File: config.mk
export PLATFORM = sky130hd
export DESIGN_NAME = weight_load_ctrl_flat
export DESIGN_NICKNAME = d
export VERILOG_FILES = /design/src/rtl/weight_load_ctrl_if.sv /design/src/rtl/weight_load_ctrl.sv /design/src/flat_wrapper.sv
export SDC_FILE = /design/constraint.sdc
export NUM_CORES = 1
export LEC_CHECK = 0
export ABC_AREA = 0
export BUFFER_PORTS_ARGS = -buffer_cell sky130_fd_sc_hd__buf_4
export CORE_AREA = 2 2 236 238
export CTS_CLUSTER_SIZE = 14
export DETAILED_ROUTE_END_ITERATION = 10
export DIE_AREA = 0 0 238 240
export GPL_TIMING_DRIVEN = 0
export PLACE_DENSITY = 0.66
export SYNTH_ARGS = -nofsm -noshare
export SYNTH_HDL_FRONTEND = slang
export SYNTH_SLANG_ARGS = --single-unit
File: constraint.sdc
create_clock -name clk -period 4.9 [get_ports clk]
set_input_delay 0.98 -clock clk [delete_from_list [all_inputs] [get_ports clk]]
set_output_delay 0.98 -clock clk [all_outputs]
set_load 0.05 [all_outputs]
File: src/rtl/weight_load_ctrl_if.sv
// rtl/weight_load_ctrl_if.sv - Weight FIFO read port and PE-array row stream bundle
interface weight_load_ctrl_if #(
    parameter int WEIGHT_BW   = 8,
    parameter int NUM_PE_ROWS = 8,
    parameter int MATRIX_SIZE = 8
);
    localparam int ROW_W  = WEIGHT_BW * MATRIX_SIZE;
    localparam int TILE_W = ROW_W * NUM_PE_ROWS;
    localparam int IDX_W  = $clog2(NUM_PE_ROWS);

    logic              fifo_empty;
    logic              fifo_rd_en;
    logic [TILE_W-1:0] fifo_data;
    logic              row_valid;
    logic [IDX_W-1:0]  row_idx;
    logic [ROW_W-1:0]  row_data;

    modport master (
        input  fifo_empty,
        input  fifo_data,
        output fifo_rd_en,
        output row_valid,
        output row_idx,
        output row_data
    );

    modport slave (
        output fifo_empty,
        output fifo_data,
        input  fifo_rd_en,
        input  row_valid,
        input  row_idx,
        input  row_data
    );
endinterface

File: src/rtl/weight_load_ctrl.sv
// rtl/weight_load_ctrl.sv - pops one weight tile from the Weight FIFO and streams it row by row into the PE array
module weight_load_ctrl #(
    parameter int WEIGHT_BW   = 8,
    parameter int NUM_PE_ROWS = 8,
    parameter int MATRIX_SIZE = 8
) (
    input  logic                clk,
    input  logic                rstn,
    input  logic                start,
    input  logic                abort,
    weight_load_ctrl_if.master  bus,
    output logic                load_done,
    output logic                busy,
    output logic [15:0]         tile_count
);
    localparam int ROW_W = WEIGHT_BW * MATRIX_SIZE;
    localparam int IDX_W = $clog2(NUM_PE_ROWS);
    localparam logic [IDX_W-1:0] LAST_ROW = IDX_W'(NUM_PE_ROWS - 1);

    typedef enum logic [2:0] {
        IDLE,
        READ,
        WAIT,
        LOAD,
        DONE
    } state_t;

    state_t                             state;
    logic                               pend;
    logic [IDX_W-1:0]                   ridx;
    logic [NUM_PE_ROWS-1:0][ROW_W-1:0]  tile_reg;
    logic                               rd_en_q;
    logic                               row_valid_q;
    logic                               load_done_q;

    // Sequencer: request intake, FIFO pop, row streaming (highest row first) and completion
    always_ff @(posedge clk or negedge rstn) begin
        if (!rstn) begin
            state       <= IDLE;
            pend        <= 1'b0;
            ridx        <= '0;
            tile_reg    <= '0;
            rd_en_q     <= 1'b0;
            row_valid_q <= 1'b0;
            load_done_q <= 1'b0;
            tile_count  <= 16'd0;
        end else if (abort) begin
            // Abort drops any popped tile and any queued request; start on this edge is lost too
            state       <= IDLE;
            pend        <= 1'b0;
            ridx        <= '0;
            rd_en_q     <= 1'b0;
            row_valid_q <= 1'b0;
            load_done_q <= 1'b0;
        end else begin
            case (state)
                IDLE: begin
                    if (start || pend) begin
                        if (!bus.fifo_empty) begin
                            pend    <= 1'b0;
                            rd_en_q <= 1'b1;
                            state   <= READ;
                        end else begin
                            // Hold the request until the FIFO has a tile; never pop an empty FIFO
                            pend <= 1'b1;
                        end
                    end
                end
                READ: begin
                    rd_en_q <= 1'b0;
                    state   <= WAIT;
                end
                WAIT: begin
                    tile_reg    <= bus.fifo_data;
                    ridx        <= LAST_ROW;
                    row_valid_q <= 1'b1;
                    state       <= LOAD;
                end
                LOAD: begin
                    if (ridx == '0) begin
                        row_valid_q <= 1'b0;
                        load_done_q <= 1'b1;
                        tile_count  <= tile_count + 16'd1;
                        state       <= DONE;
                    end else begin
                        ridx <= ridx - IDX_W'(1);
                    end
                end
                DONE: begin
                    load_done_q <= 1'b0;
                    state       <= IDLE;
                end
                default: state <= IDLE;
            endcase
            // One request may be queued while a load is in flight, including on the DONE exit edge
            if (state != IDLE && start) begin
                pend <= 1'b1;
            end
        end
    end

    assign bus.fifo_rd_en = rd_en_q;
    assign bus.row_valid  = row_valid_q;
    assign bus.row_idx    = ridx;
    assign bus.row_data   = tile_reg[ridx];
    assign load_done      = load_done_q;
    assign busy           = (state != IDLE);
endmodule

File: src/flat_wrapper.sv
// flat-port wrapper written by rule: the top's interface ports become plain ports
module weight_load_ctrl_flat 
#(
    parameter int WEIGHT_BW   = 8,
    parameter int NUM_PE_ROWS = 8,
    parameter int MATRIX_SIZE = 8
)
  (clk, rstn, start, abort, load_done, busy, tile_count, bus_fifo_empty, bus_fifo_data, bus_fifo_rd_en, bus_row_valid, bus_row_idx, bus_row_data);
  weight_load_ctrl_if #(.WEIGHT_BW(WEIGHT_BW), .NUM_PE_ROWS(NUM_PE_ROWS), .MATRIX_SIZE(MATRIX_SIZE)) bus_i ();
  input  logic clk;
  input  logic rstn;
  input  logic start;
  input  logic abort;
  output logic load_done;
  output logic busy;
  output logic [15:0] tile_count;
  input wire logic [$bits(bus_i.fifo_empty)-1:0] bus_fifo_empty;
  input wire logic [$bits(bus_i.fifo_data)-1:0] bus_fifo_data;
  output wire logic [$bits(bus_i.fifo_rd_en)-1:0] bus_fifo_rd_en;
  output wire logic [$bits(bus_i.row_valid)-1:0] bus_row_valid;
  output wire logic [$bits(bus_i.row_idx)-1:0] bus_row_idx;
  output wire logic [$bits(bus_i.row_data)-1:0] bus_row_data;
  assign bus_i.fifo_empty = bus_fifo_empty;
  assign bus_i.fifo_data = bus_fifo_data;
  assign bus_fifo_rd_en = bus_i.fifo_rd_en;
  assign bus_row_valid = bus_i.row_valid;
  assign bus_row_idx = bus_i.row_idx;
  assign bus_row_data = bus_i.row_data;
  weight_load_ctrl #(.WEIGHT_BW(WEIGHT_BW), .NUM_PE_ROWS(NUM_PE_ROWS), .MATRIX_SIZE(MATRIX_SIZE)) u_core (.clk(clk), .rstn(rstn), .start(start), .abort(abort), .bus(bus_i), .load_done(load_done), .busy(busy), .tile_count(tile_count));
endmodule
==> flow_metrics.env <==
export IMPL_cp_cell_sequence="clkbuf_1 > clkbuf_1 > mux4_2 > mux2_2 > buf_4"
export IMPL_syn_area_um2=24000
export IMPL_ctsRootBufferMaster="clkbuf_16"
export IMPL_min_period_ps=4480
export IMPL_ir_drop_mv=0.344
export IMPL_antenna_found_initial=17
export IMPL_cts_resized=0
export IMPL_regToRegStartpoint="u_core.bus.row_idx[1]"
export IMPL_path_max_fanout=10
export IMPL_whs_ps=413
export IMPL_design_core_area_um2=54700
export IMPL_core_rowCount=86
export IMPL_synth_compound_area_share_pct=0.376
export IMPL_rsz0062_at_grt="no"
export IMPL_p_per_area_nw_per_um2=590
export IMPL_clock_sinks=538
export IMPL_path_clk_slew_ps=60
export IMPL_worst_pin_slew_ps=1220
export IMPL_final_nets=2615
export IMPL_critPathBufInv=3
export IMPL_crit_required_ps=3920
export IMPL_n_fill_cell=4508
export IMPL_drive_above_1_share_pct=49.9
export IMPL_startpoint_type="flop"
export IMPL_detail_route_wl_per_cell_um=26.1
export IMPL_first_global_vias=17100
export IMPL_cp_slowest_cell="clkbuf_1"
export IMPL_endpoint="bus_row_data[44]"
export IMPL_grt_pass1_wl_mm=109
export IMPL_track_usage_pct=26.1
export IMPL_io_buffers=603
export IMPL_yosys_register_bits=538
export IMPL_htreeDepth=2
export IMPL_finalCritPeriodShare_pct=91.3
export IMPL_end_kind="output pin"
export IMPL_cts_tree="built"
export IMPL_skew_ps=12.6
export IMPL_slowest_delay_ps=700
export IMPL_synth_top_area_share_pct=56.1
export IMPL_worst_r2r_cell_count=8
export IMPL_grt_start_max_net_pins=121
export IMPL_holdCritPathClass="primary input to asynchronous set/reset pin"
export IMPL_tns_ps=0
export IMPL_io_pins=604
export IMPL_synthFlopType="dfrtp_1"
export IMPL_area_growth_pct=31.3
export IMPL_hold_viol=0
export IMPL_fin_ws_ps=425
export IMPL_synthSimpleGateAreaFrac_pct=1.17
export IMPL_run_status="finished clean"
export IMPL_final_common_cell="buf_4"
export IMPL_die_area_um2=57100
export IMPL_critPathTopFamily="buffers and inverters"
export IMPL_clock_latency_ps=600
export IMPL_drtIter0Drc=740
export IMPL_drcViolationCount=0
export IMPL_syn_instance_count=1427
export IMPL_cp_depth=5
export IMPL_die_x_um=238
export IMPL_critPathKind="flop to output pin"
export IMPL_synth_area_top_cells="dfrtp_1 (56%), mux2_1 (19%), mux4_2 (12%), mux2_2 (7.8%), buf_4 (1.7%)"
export IMPL_arrival_ps=3500
export IMPL_grt_overflow_total=0
export IMPL_finalNonFillerCells=2857
export IMPL_p_leak_nw=14.0
export IMPL_ys_async_sr_fraction_pct=100
export IMPL_pre_cts_slack_ps=964
export IMPL_p_total_mw=18.6
export IMPL_cts_setup_buffers=0
export IMPL_syn_nets=1947
export IMPL_drtPass1Iterations=5
export IMPL_postCtsHoldBufs=0
export IMPL_largest_register_ffs=512
export IMPL_cp_common_cell="clkbuf_1"
export IMPL_synth_xor_area_share_pct=0.548
export IMPL_reg2reg_slack_ps=1680
export IMPL_synth_edf_count=0
export IMPL_setup_viol=0
export IMPL_ant_nets=0
export IMPL_slew_violations=0
export IMPL_synth_yosys_warnings=0
export IMPL_synth_fa_ha_area_share_pct=0.156
export IMPL_synth_largest_area_cell="dfrtp_1"
export IMPL_avgSynthCellArea_um2=16.8
export IMPL_synth_area_mux_share_pct=39.1
export IMPL_reg2reg_to="u_core.tile_count[15]"
export IMPL_most_common_layout_cells="buf_4 (655), dfrtp_1 (538), mux2_1 (410), mux2_2 (167), mux4_2 (128)"
export IMPL_routed_via_density=5.41
export IMPL_synth_top_family_by_area="multiplexers"
export IMPL_initial_core_util_pct=43.9
export IMPL_gp_congestion=0.853
export IMPL_maxSlewHeadroom_pct=18.7
export IMPL_cap_violations=0
export IMPL_fmax_ghz=0.223
export IMPL_wl_mm=74.5
export IMPL_num_vias=15400
export IMPL_die_h_um=240
export IMPL_hpwlAfterDp_mm=55.7
export IMPL_cp_startpoint="u_core.bus.row_idx[1]"
export IMPL_ys_types=36
export IMPL_numCtsBuffers=59
export IMPL_dp_cells=2738
export IMPL_ys_seq_area_share_pct=56.1
export IMPL_clk_path_buf_depth=3
## cell families (layout without fill, tap and decap cells)
group	after synthesis	count (layout)
AND/OR/NAND/NOR	49	49
buffers and inverters	103	813
flip-flops	538	538
adder cells (fa/ha/maj)	3	3
AO/OA/AOI/OAI	14	14
other	0	16
XOR/XNOR	15	15
multiplexers	705	705
## per-stage QoR
stage	instance area, um2	utilization, %
floorplan	24000	-
global placement	29400	53.8
detailed placement	29500	54.0
CTS	31500	57.6
global route	31500	57.6
finish	31500	57.6
## layout make-up
| class | instances | area, um2 | share of cell area, % |
|---|---|---|---|
| Sequential cell | 538 | 13500 | 42.7 |
| Multi-Input combinational cell | 786 | 9920 | 31.5 |
| Timing Repair Buffer | 607 | 4640 | 14.7 |
| Clock buffer | 87 | 1760 | 5.60 |
| Tap cell | 704 | 881 | 2.80 |
| Buffer | 95 | 578 | 1.83 |
| Clock inverter | 16 | 184 | 0.584 |
| Antenna cell | 16 | 40.0 | 0.127 |
| Inverter | 8 | 30.0 | 0.0953 |
## report_power, final
part | switching, mW | internal (mW) | leakage [nW] | total, mW
registers | 1.09 | 6.61 | 6.39 | 7.70
logic | 3.13 | 3.25 | 6.60 | 6.38
clock network | 1.83 | 2.68 | 0.971 | 4.51
## routing by layer
| layer | global-route usage [%] | routed length, um |
|---|---|---|
| met5 | 0 | 21 |
| met4 | 10.7 | 2740 |
| met3 | 7.42 | 5260 |
| met2 | 43.0 | 36800 |
| met1 | 32.6 | 29600 |
## synthesized netlist by cell type, types with 2 or more instances
cell type / n
mux2_1: 410
buf_4: 53
nor2_1: 11
dfrtp_1: 538
xor2_1: 9
xnor2_1: 6
o21ai_0: 4
a21oi_1: 3
clkbuf_1: 22
nor4_1: 3
nor3_1: 7
nand3_1: 6
nand2b_1: 2
inv_1: 8
mux4_2: 128
ha_1: 3
a211oi_1: 2
buf_2: 18
mux2_2: 167
and4_1: 2
buf_1: 2
a221oi_1: 2
nand2_1: 8
## how the worst min path moves through the flow
stage	slack [ps]	from	to
5_1_grt	480	rstn	u_core.tile_reg[108]
6_report	410	rstn	u_core.tile_reg[44]
3_3_place_gp	460	u_core.tile_reg[155]	u_core.tile_reg[155]
4_1_cts	450	rstn	u_core.tile_reg[108]
2_1_floorplan	450	u_core.tile_reg[128]	u_core.tile_reg[128]
3_5_place_dp	470	u_core.tile_count[15]	u_core.tile_count[15]
Power figures use the tool's default switching activity.
